--- config.mk ---
export PLATFORM = sky130hd
export DESIGN_NAME = ycbcr_stream_ctrl
export DESIGN_NICKNAME = d
export VERILOG_FILES = /design/src/rtl/ycbcr_stream_ctrl.sv
export SDC_FILE = /design/constraint.sdc
export NUM_CORES = 1
export LEC_CHECK = 0
export CORE_UTILIZATION = 45
export DETAILED_ROUTE_END_ITERATION = 6
export GPL_ROUTABILITY_DRIVEN = 0
export HOLD_SLACK_MARGIN = 0.06
export PLACE_DENSITY = 0.71
export SLEW_MARGIN = 20
export SYNTH_ARGS = -nofsm -noshare
export SYNTH_HDL_FRONTEND = slang
export SYNTH_SLANG_ARGS = --single-unit
--- constraint.sdc ---
create_clock -name iClk -period 3.9 [get_ports iClk]
set_clock_uncertainty 0.2 [all_clocks]
set_input_delay 0.39 -clock iClk [delete_from_list [all_inputs] [get_ports iClk]]
set_output_delay 0.39 -clock iClk [all_outputs]
set_load 0.02 [all_outputs]
--- src/rtl/ycbcr_stream_ctrl.sv ---
// RGB->YCbCr stream controller: frame FSM, credit-based input throttle around an
// external fixed-latency converter, output FIFO with frame markers. Option: YCBCR_CTRL_ABORT_EN adds iAbort.
module ycbcr_stream_ctrl #(
  parameter int LATENCY    = 3,
  parameter int IMG_W      = 8,
  parameter int IMG_H      = 4,
  parameter int FIFO_DEPTH = 8
) (
  input  logic       iClk,
  input  logic       iRst,
  input  logic       iStart,
  output logic       oBusy,
  output logic       oDone,
`ifdef YCBCR_CTRL_ABORT_EN
  input  logic       iAbort,
`endif
  input  logic       iValid,
  output logic       oReady,
  input  logic [7:0] iR,
  input  logic [7:0] iG,
  input  logic [7:0] iB,
  output logic       oCe,
  output logic [7:0] oR,
  output logic [7:0] oG,
  output logic [7:0] oB,
  input  logic [7:0] iY,
  input  logic [7:0] iCb,
  input  logic [7:0] iCr,
  output logic       oValid,
  input  logic       iReady,
  output logic [7:0] oY,
  output logic [7:0] oCb,
  output logic [7:0] oCr,
  output logic       oSof,
  output logic       oEol,
  output logic       oEof
);

  localparam int TOTAL = IMG_W * IMG_H;
  localparam int NW    = $clog2(TOTAL + 1);
  localparam int XW    = $clog2(IMG_W + 1);
  localparam int YW    = $clog2(IMG_H + 1);
  localparam int PW    = $clog2(FIFO_DEPTH);
  localparam int CW    = $clog2(FIFO_DEPTH + 1);
  localparam int IW    = $clog2(LATENCY + 1);

  localparam logic [1:0] IDLE  = 2'd0;
  localparam logic [1:0] RUN   = 2'd1;
  localparam logic [1:0] DRAIN = 2'd2;

  logic [1:0]         state;
  logic [NW-1:0]      inCnt;
  logic [XW-1:0]      ox;
  logic [YW-1:0]      oy;
  logic [LATENCY-1:0] vldPipe, vldNext;
  logic [23:0]        mem [FIFO_DEPTH];
  logic [PW-1:0]      wrPtr, rdPtr;
  logic [CW-1:0]      fifoCnt;
  logic [IW-1:0]      inflight;
  logic               doneR, accept, push, pop, lastIn, lastOut, abortReq;

`ifdef YCBCR_CTRL_ABORT_EN
  assign abortReq = iAbort && (state != IDLE);
`else
  assign abortReq = 1'b0;
`endif

  always_comb begin
    inflight = '0;
    for (int i = 0; i < LATENCY; i++) inflight = inflight + IW'(vldPipe[i]);
  end

  // Credit covers pixels already inside the converter so the FIFO can never overflow.
  assign oReady  = (state == RUN) &&
                   (({1'b0, fifoCnt} + (CW+1)'(inflight)) < (CW+1)'(FIFO_DEPTH));
  assign accept  = iValid && oReady;
  assign oCe     = (state != IDLE);
  assign oBusy   = (state != IDLE);
  assign oDone   = doneR;
  assign {oR, oG, oB} = {iR, iG, iB};

  assign push    = oCe && vldPipe[LATENCY-1];
  assign oValid  = (fifoCnt != '0);
  assign pop     = oValid && iReady;
  assign {oY, oCb, oCr} = oValid ? mem[rdPtr] : 24'd0;

  assign oSof    = oValid && (ox == '0) && (oy == '0);
  assign oEol    = oValid && (ox == XW'(IMG_W - 1));
  assign oEof    = oEol && (oy == YW'(IMG_H - 1));
  assign lastIn  = accept && (inCnt == NW'(TOTAL - 1));
  assign lastOut = pop && oEof && (state == DRAIN);

  generate
    if (LATENCY == 1) begin : gShort
      assign vldNext = accept;
    end else begin : gLong
      assign vldNext = {vldPipe[LATENCY-2:0], accept};
    end
  endgenerate

  function automatic logic [PW-1:0] bump(input logic [PW-1:0] p);
    return (p == PW'(FIFO_DEPTH - 1)) ? '0 : p + PW'(1);
  endfunction

  always_ff @(posedge iClk or negedge iRst) begin
    if (!iRst) begin
      state <= IDLE;
      inCnt <= '0;
      ox    <= '0;
      oy    <= '0;
      doneR <= 1'b0;
    end else if (abortReq) begin
      state <= IDLE;
      inCnt <= '0;
      ox    <= '0;
      oy    <= '0;
      doneR <= 1'b0;
    end else begin
      doneR <= 1'b0;
      case (state)
        IDLE: if (iStart) begin
          state <= RUN;
          inCnt <= '0;
          ox    <= '0;
          oy    <= '0;
        end
        RUN:   if (lastIn) state <= DRAIN;
        DRAIN: if (lastOut) begin
          state <= IDLE;
          doneR <= 1'b1;
        end
        default: state <= IDLE;
      endcase
      if (accept && inCnt != NW'(TOTAL)) inCnt <= inCnt + NW'(1);
      if (pop) begin
        if (ox == XW'(IMG_W - 1)) begin
          ox <= '0;
          oy <= (oy == YW'(IMG_H - 1)) ? '0 : oy + YW'(1);
        end else begin
          ox <= ox + XW'(1);
        end
      end
    end
  end

  always_ff @(posedge iClk or negedge iRst) begin
    if (!iRst) begin
      vldPipe <= '0;
      wrPtr   <= '0;
      rdPtr   <= '0;
      fifoCnt <= '0;
    end else if (abortReq) begin
      vldPipe <= '0;
      wrPtr   <= '0;
      rdPtr   <= '0;
      fifoCnt <= '0;
    end else begin
      if (oCe) vldPipe <= vldNext;
      if (push) wrPtr <= bump(wrPtr);
      if (pop)  rdPtr <= bump(rdPtr);
      case ({push, pop})
        2'b10:   fifoCnt <= fifoCnt + CW'(1);
        2'b01:   fifoCnt <= fifoCnt - CW'(1);
        default: fifoCnt <= fifoCnt;
      endcase
    end
  end

  // Storage needs no reset: outputs are masked while the FIFO is empty.
  always_ff @(posedge iClk) begin
    if (push) mem[wrPtr] <= {iY, iCb, iCr};
  end

endmodule

==> key figures, run 1 <==
Clock tree
  – CTS Sinks: 221
  – Cts bufs inserted: 22
  – CTS resizes: 0
  – Reg clk slew, reported paths: 60 ps
  – CTS max path bufs: 3
  – Hold Buf Count CTS: 0
  – CTS tree: built
  – Root Buffer: clkbuf_16
  – Number of H-tree levels: 1
  – Clock latency on the worst-skew pair: approximately 500 ps
  – Setup bufs post-CTS: 0

Yosys
  – Cell accounting for the most synthesized area: edfxtp_1
  – Cell count after synthesis: 514
  – Ranking of synthesized cells by area: edfxtp_1 62%, mux4_2 12%, dfrtp_1 7.9%, mux2i_1 2.8%, buf_4 2.0%
  – Post-synth ARST share: 0.131
  – Seq/Total Area, Yosys: 0.702
  – Cell Area, Synth: 9240 sq um
  – Yosys cell types: 46
  – Seq cells post-synth: approximately 220
  – Top post-synthesis cells by count: 192 x edfxtp_1, 48 x mux4_2, 40 x nor2_1, 29 x dfrtp_1, 26 x mux2i_1
  – Most frequent cell after synthesis: edfxtp_1
  – Post-Syn Nets: around 580
  – Synth warnings: 0
  – Syn Area/Cell: between 15 and 20 sq um
  – Post-synth EDFFs: 192
  – Post-synth top area share: 0.624
  – Dominant synthesized flop cell: edfxtp_1

Timing
  – Fin. max-slew vios: 0
  – Final period utilization: 0.910
  – Final Critical Period: 3550 ps
  – Final Hold Viols: 0
  – Setup TNS Final: 0 ps
  – Endpoints failing setup: 0
  – RSZ-0062 raised after global routing: false
  – Slew margin rel.: 0.536
  – Actual slew at the worst max-slew pin: 693 ps
  – Max Freq: 0.282 GHz

GRT
  – Largest net degree at the start of global routing: 33
  – M2 GR Usage: 0.286
  – Antenna violations before repair: 1
  – Busiest grt layer: met2
  – Number of global-route vias before repair: roughly 4900
  – Met1 usage: 0.209
  – First-pass GRT wire length: around 27 mm
  – Grt met3 use: 0.0267
  – Aggregate global routing overflow: 0
  – GRT Util Overall: 0.163

Final layout
  – Area grow syn2layout: 15.8%
  – Nets: about 640
  – Area of the multi-input gates: 2400 sq um
  – Fraction of layout cells with a size suffix above 1: 0.199
  – Register area: approximately 6500 sq um
  – Final core utilization: 0.531
  – Filler cell count: roughly 1600

Drt
  – Via/cell ratio: 5.37
  – WL final: approximately 17 mm
  – Drt first pass iters: 4
  – Vias: ~4600
  – Drt wl/cell: roughly 20 microns
  – Initial detailed-routing violation count: ~240
  – Final ANT Viol Nets: 0
  – DRC: 0

Die
  – Total die area: between 20000 and 25000 sq um
  – # rows: 52
  – Starting Density: 0.458
  – Ports: 109
  – Core Region: between 20000 and 25000 sq um
  – Die Y: 145 microns
  – Die width: between 100 and 150 microns

Critical path
  – Bufs and invs on worst path: 2
  – Worst Path Required: about 3300 ps
  – Crit path max fanout: 32
  – Crit. End Element: output port
  – CP max stage cell: dfrtp_4
  – CP peak stage delay: ~840 ps
  – CP startpoint kind: flop
  – Top delay family on crit path: buffers and inverters
  – Critical path type: reg -> out
  – Critical path cell sequence: buf_4 > mux4_2 > mux2i_1 > nor2_1 > clkdlybuf4s50_1
  – Critical path data arrival time: just under 3000 ps

Placed design
  – Hpwl dp: just under 10 mm
  – Port Buffers: 60

Power
  – Clock share of power: 0.247
  – Flop pwr share: 0.414
  – Leakage: ~0.0037 uW
  – Peak supply drop: approximately 0.34 mV
  – Power Density: around 740 nW/um^2
  – Switching share of power: 0.319
  – Logic gate share of total power: 0.339
  – P_int: between 5000 and 6000 uW
  – Sw Pwr: 2510 uW

Outcome
  – Outcome: finished clean

Min path
  – HP Class: in -> async

Flow run
  – Max cap viols: 0
-- sequential cells by signal (all words and copies together), names as in the netlist --
register / count
state: 2
oDone: 1
vldPipe: 3
wrPtr: 3
inCnt: 6
mem: 192
ox: 4
fifoCnt: 4
rdPtr: 3
oy: 3
-- cell usage in the layout, fill, tap and decap left out, types with 9 or more instances in the layout --
master / Yosys / routed
clkbuf_16: 0 / 22
dfrtp_1: 29 / 27
nand2_1: 24 / 24
mux4_2: 48 / 48
o21ai_0: 9 / 9
nor2_1: 40 / 34
edfxtp_1: 192 / 192
buf_4: 25 / 14
nand3_1: 13 / 13
inv_1: 12 / 12
mux2i_1: 26 / 26
ha_1: 14 / 14
clkdlybuf4s50_1: 0 / 60
-- layout make-up --
class | count | share of cell area
Inverter | 13 | 0.00456
Sequential cell | 221 | 0.607
Timing Repair Buffer | 76 | 0.0697
Antenna cell | 1 | 0.000234
Tap cell | 270 | 0.0316
Multi-Input combinational cell | 235 | 0.224
Clock buffer | 26 | 0.0529
Clock inverter | 13 | 0.00994
-- per-layer routing --
layer | part of all wire | up-vias
met5 | 0.00065 | -
met4 | 0.015 | 2
met3 | 0.053 | 24
met2 | 0.51 | 123
met1 | 0.42 | 2361
li1 | - | 2084
-- worst paths after layout --
kind	startpoint	end	slack (ps)	cells after the start
setup / recovery	rdPtr[0]	oCr[5]	350	5
max in group asynchronous	iRst	vldPipe[2]	2710	2
hold / removal	iRst	ox[1]	120	1
min in group iClk	iStart	state[0]	310	3
setup reg to reg	fifoCnt[0]	fifoCnt[3]	1130	8
hold reg to reg	oy[0]	oy[0]	330	1
-- worst register-to-register path: cells and delay by family, from the launching register on --
family,cells,cell delay (ps)
AO/OA/AOI/OAI,3,1000
AND/OR/NAND/NOR,2,230
adder cells (fa/ha/maj),2,560
flip-flops,1,510
buffers and inverters,1,150
-- power groups by stage --
stage	Combinational [uW]	Clock [uW]	Sequential, uW
after floorplan	1950	0	3120
after global placement	2630	0	3290
after detailed placement	2700	0	3320
after CTS	2710	1990	3270
after global routing	2900	2080	3310
final	2670	1950	3260
-- per-stage QoR --
step,instance area (sq um),worst slack (ps),hold slack [ps],cells,power [uW]
floorplan,9240,702,-106,514,5070
global placement,10000,833,291,815,5920
detailed placement,10000,827,315,815,6020
CTS,10700,294,137,854,7980
global route,10700,184,179,854,8290
finish,10700,351,117,855,7880
-- cells by family after synthesis --
family / after synthesis / share of synthesized area
muxes: 77 / 0.149
xor gates and xnor gates: 3 / 0.00284
DFF: 221 / 0.702
AOI/OAI and AO/OA: 25 / 0.0199
and+or+nand+nor: 114 / 0.0619
adders and majority gates: 16 / 0.0233
buffers and inverters: 58 / 0.0411
No activity file was read; power rests on OpenSTA's default activity.
==> run 2: changes to the inputs <==
--- a/config.mk
+++ b/config.mk
@@ -10,6 +10,7 @@
 export GPL_ROUTABILITY_DRIVEN = 0
 export HOLD_SLACK_MARGIN = 0.06
 export PLACE_DENSITY = 0.71
+export RECOVER_POWER = 25
 export SLEW_MARGIN = 20
 export SYNTH_ARGS = -nofsm -noshare
 export SYNTH_HDL_FRONTEND = slang
==> run 2 against run 1 <==
Compared with the run above: wire length fell by 0.20%; final cell count shrank 0.12%; total power about the same; combinational power about the same; utilization about the same; sequential power is essentially flat; clock power about the same; clock-buffer cell count unchanged; first-iteration DRC count stayed put; die area did not move; global-route usage unchanged; largest power group unchanged.
==> key figures, run 2 (same netlist as run 1, synthesis figures left out) <==
GRT
  – Met1 usage: 0.209
  – GRT Util Overall: 0.163
  – M2 GR Usage: 0.286
  – First-pass GRT wire length: ~27 mm
  – Busiest grt layer: met2
  – Aggregate global routing overflow: 0
  – Largest net degree at the start of global routing: 33
  – Grt met3 use: 0.0267
  – Number of global-route vias before repair: 4885
  – Antenna violations before repair: 1

Power
  – Design Power: around 7900 uW
  – Peak supply drop: 0.344 mV
  – Leakage: about 0.0037 uW
  – Power Density: 736 nW/um^2

Drt
  – Drt first pass iters: 4
  – DRC: 0
  – Drt wl/cell: approximately 20 microns
  – Final ANT Viol Nets: 0
  – Via/cell ratio: around 5.4
  – Vias: between 4000 and 5000
  – WL final: approximately 17 mm
  – Initial detailed-routing violation count: ~240

Placed design
  – Hpwl dp: between 9 and 10 mm
  – Port Buffers: 60
  – Pre-CTS WS: just over 800 ps

Final layout
  – Max reg flops: 192
  – Most frequent cells in the layout: 192 x edfxtp_1, 48 x mux4_2, 43 x clkdlybuf4s50_1, 34 x nor2_1, 27 x dfrtp_1
  – Nets: between 600 and 700
  – Most common cell after layout, fill and taps aside: edfxtp_1
  – Ant diodes: 0
  – Area grow syn2layout: 15.7%
  – Top flop regs: mem x192, inCnt x6
  – Biggest register: mem
  – Fraction of layout cells with a size suffix above 1: 0.199

Clock tree
  – Number of H-tree levels: 1
  – CTS resizes: 0
  – Hold Buf Count CTS: 0
  – Setup bufs post-CTS: 0
  – CTS tree: built
  – Clock latency on the worst-skew pair: about 500 ps
  – CTS Sinks: roughly 220
  – Cts bufs inserted: 22
  – Reg clk slew, reported paths: 60 ps
  – CTS max path bufs: 3
  – Root Buffer: clkbuf_16

Timing
  – Final Critical Period: 3540 ps
  – Setup TNS Final: 0 ps
  – Slew margin rel.: 0.538
  – Final Worst Setup Slack: 358 ps
  – Fin. max-slew vios: 0
  – Final Hold Viols: 0
  – Final period utilization: 0.908
  – Actual slew at the worst max-slew pin: about 700 ps
  – Endpoints failing setup: 0
  – Max Freq: between 0.2 and 0.3 GHz
  – RSZ-0062 raised after global routing: false

Critical path
  – CP startpoint kind: flop
  – Crit path max fanout: 32
  – Critical path data arrival time: a little under 3000 ps
  – Worst Path Required: 3310 ps
  – Critical path type: reg -> out
  – Crit. End Element: output port

Die
  – Starting Density: 0.458
  – Die Y: 145 microns
  – Total die area: around 21000 sq um
  – Ports: 109
  – Core Region: slightly above 20000 sq um
  – # rows: 52
  – Die width: between 100 and 150 microns

Outcome
  – Outcome: finished clean

Min path
  – HP Class: in -> async

Flow run
  – Max cap viols: 0
==> run 2: changes by cell type in the layout (fill, tap and decap cells not counted) <==
cell / delta
dlygate4sd3_1: +17
clkdlybuf4s50_1: -17
diode_2: -1
==> run 2: report_power, final <==
group          internal (uW)  leakage (uW)  switching (uW)
logic                   1330       0.00124            1330
registers               2920       0.00210             337
clock network           1110      0.000326             837
==> run 2: metal layers <==
metal / vias up / routed length, microns
met1: 2388 / 7040
met3: 26 / 874
li1: 2085 / -
met5: - / 11
met4: 2 / 261
met2: 123 / 8690
==> run 2: cell type report <==
| type | count | area [sq um] |
|---|---|---|
| fillers | 1616 | 9470 |
| flip-flops and latches | 221 | 6500 |
| multi-input cells | 235 | 2400 |
| repair buffers | 76 | 746 |
| clock buffers | 26 | 566 |
| well taps | 270 | 338 |
| clock inverters | 13 | 106 |
| inverters | 13 | 48.8 |
==> run 2: worst max-delay path, cell delays in order, from the launching register on <==
cell and delay (ps):
dfrtp_4 830, buf_4 320, mux4_2 520, mux2i_1 160, nor2_1 70, clkdlybuf4s50_1 550
==> run 2: path summary, 6_finish.rpt <==
path                            start    endpoint  slack (ps)  cells past startpoint
max                          rdPtr[0]      oCr[5]         360                      5
max in group asynchronous        iRst  vldPipe[2]        2720                      2
min in group iClk              iStart    state[0]         310                      3
min reg2reg                     oy[0]       oy[0]         330                      1
min                              iRst       ox[1]         110                      1
max reg2reg                fifoCnt[0]  fifoCnt[3]        1130                      8
==> run 2: metrics by stage <==
step                instance area (sq um)  utilization  hold slack, ps  instances
floorplan                            9240            -            -106        514
global placement                    10000        0.497             291        815
detailed placement                  10000        0.497             315        815
CTS                                 10700        0.530             137        854
global route                        10700        0.530             179        854
finish                              10700        0.530             114        854
==> run 3: changes to the inputs <==
--- a/config.mk
+++ b/config.mk
@@ -5,6 +5,7 @@
 export SDC_FILE = /design/constraint.sdc
 export NUM_CORES = 1
 export LEC_CHECK = 0
+export CORE_MARGIN = 5
 export CORE_UTILIZATION = 45
 export DETAILED_ROUTE_END_ITERATION = 6
 export GPL_ROUTABILITY_DRIVEN = 0
==> run 3 against run 2 <==
Compared with the run above: sequential power is 2% lower; sequential share of layout area is 0.064 points lower; global-route usage is 1.3 points lower; critical path depth is 1 higher; worst hold slack better by 59 ps; wire length is 2.9% higher; combinational power is 2% higher; final area is 0.10% higher; utilization is 0.11 points lower; via count is 0.22% higher.
==> key figures, run 3 (same netlist as run 1, synthesis figures left out) <==
Die
  – Die width: approximately 150 microns
  – Die Y: between 150 and 200 microns
  – Core Region: about 20000 sq um
  – Ports: between 100 and 150
  – Total die area: ~24000 sq um
  – # rows: between 50 and 60
  – Starting Density: 0.457

Flow run
  – Max cap viols: 0

GRT
  – Antenna violations before repair: 2
  – First-pass GRT wire length: about 28 mm
  – Number of global-route vias before repair: 4957
  – Largest net degree at the start of global routing: 29
  – GRT Util Overall: 0.149
  – Aggregate global routing overflow: 0

Clock tree
  – Setup bufs post-CTS: 0
  – CTS resizes: 0
  – CTS tree: built
  – Reg clk slew, reported paths: around 60 ps
  – CTS max path bufs: 3
  – Hold Buf Count CTS: 0
  – Clock latency on the worst-skew pair: between 400 and 500 ps
  – Number of H-tree levels: 1
  – Cts bufs inserted: 23
  – Root Buffer: clkbuf_16
  – CTS Sinks: 221

Drt
  – DRC: 0
  – Via/cell ratio: about 5.4
  – Vias: about 4600
  – WL final: ~17 mm
  – Final ANT Viol Nets: 0
  – Initial detailed-routing violation count: 290
  – Drt first pass iters: 6
  – Drt wl/cell: approximately 20 microns

Final layout
  – Final Non-Filler Cells: 855
  – Area grow syn2layout: 15.8%
  – Fraction of layout cells with a size suffix above 1: 0.200
  – Nets: 641
  – Biggest register: mem
  – Most common cell after layout, fill and taps aside: edfxtp_1
  – Max reg flops: ~190
  – Top flop regs: mem x192, inCnt x6
  – Most frequent cells in the layout: 192 x edfxtp_1, 48 x mux4_2, 44 x clkdlybuf4s50_1, 34 x nor2_1, 27 x dfrtp_1

Timing
  – Fin. max-slew vios: 0
  – Max Freq: approximately 0.28 GHz
  – RSZ-0062 raised after global routing: false
  – Final Worst Setup Slack: 347 ps
  – Endpoints failing setup: 0
  – Setup TNS Final: 0 ps
  – Slew margin rel.: 0.455
  – Actual slew at the worst max-slew pin: just over 800 ps
  – Final Critical Period: approximately 3600 ps
  – Final period utilization: 0.911
  – Final Hold Viols: 0

Placed design
  – Placed cells: slightly above 800
  – Pre-CTS WS: around 700 ps
  – Port Buffers: 60
  – Hpwl dp: 10.4 mm

Critical path
  – CP startpoint kind: flop
  – Critical path type: reg -> out
  – Critical path data arrival time: just under 3000 ps
  – Reg2reg end: fifoCnt[3]
  – R2R setup slack: about 710 ps
  – R2R Path Start: fifoCnt[0]
  – Crit path max fanout: 6
  – Reg2Reg Depth: 8
  – Crit. End Element: output port
  – Worst Path Required: between 3000 and 4000 ps

Power
  – Power Density: approximately 740 nW/um^2
  – Peak supply drop: between 0.4 and 0.5 mV
  – Leakage: about 0.0037 uW

Outcome
  – Outcome: finished clean

Min path
  – HP Class: in -> async
-- run 3: cell types whose count changed in the layout (fill, tap and decap cells not counted) --
cell             delta
buf_12              -2
buf_4               +4
bufinv_16           +1
clkbuf_1            -3
clkbuf_16           +1
clkdlybuf4s50_1     +1
clkinv_1            +2
clkinv_4            -1
clkinv_8            -1
clkinvlp_4          -1
diode_2             +1
dlygate4sd3_1       -1
-- run 3: per-layer routing --
metal / wire (microns) / share of wire / GRT usage
met1: 7180 / 0.41 / 0.193
met3: 790 / 0.045 / 0.0274
met2: 9030 / 0.52 / 0.261
met4: 357 / 0.021 / 0.0399
met5: 7 / 0.00040 / 0
-- run 3: where the power goes --
group	total, uW	switching [uW]	internal, uW
registers	3200	277	2930
clock network	2010	809	1200
logic	2730	1400	1330
-- run 3: worst max-delay path by stage --
stage | startpoint | endpoint | slack [ps] | cells after the start
floorplan | state[1] | mem[0][0] | 700 | 3
global placement | fifoCnt[0] | fifoCnt[3] | 860 | 8
detailed placement | fifoCnt[0] | fifoCnt[3] | 710 | 8
CTS | fifoCnt[0] | oReady | 300 | 6
global route | fifoCnt[0] | oReady | 200 | 6
finish | fifoCnt[0] | oReady | 350 | 6
-- run 3: cell type report --
class	count	area, sq um
fillers	1600	9530
flip-flops and latches	221	6500
multi-input cells	235	2400
repair buffers	78	736
clock buffers	24	579
well taps	270	338
clock inverters	13	111
inverters	13	48.8
diodes	1	2.50
-- run 3: worst max-delay path, stage by stage (launching register included) --
cell             delay (ps)
dfrtp_1                 500
fa_1                    420
ha_1                    280
a31oi_1                 270
nor2_1                   70
nor4b_1                 260
clkdlybuf4s50_1         670
-- run 3: stage by stage --
| step | area [sq um] | total power [uW] | utilization | hold slack, ps |
|---|---|---|---|---|
| CTS | 10700 | 8060 | 0.529 | 177 |
| finish | 10700 | 7940 | 0.529 | 173 |
| global placement | 10000 | 5940 | 0.495 | 302 |
| floorplan | 9240 | 5070 | - | -106 |
| global route | 10700 | 8390 | 0.529 | 241 |
| detailed placement | 10000 | 6030 | 0.495 | 325 |
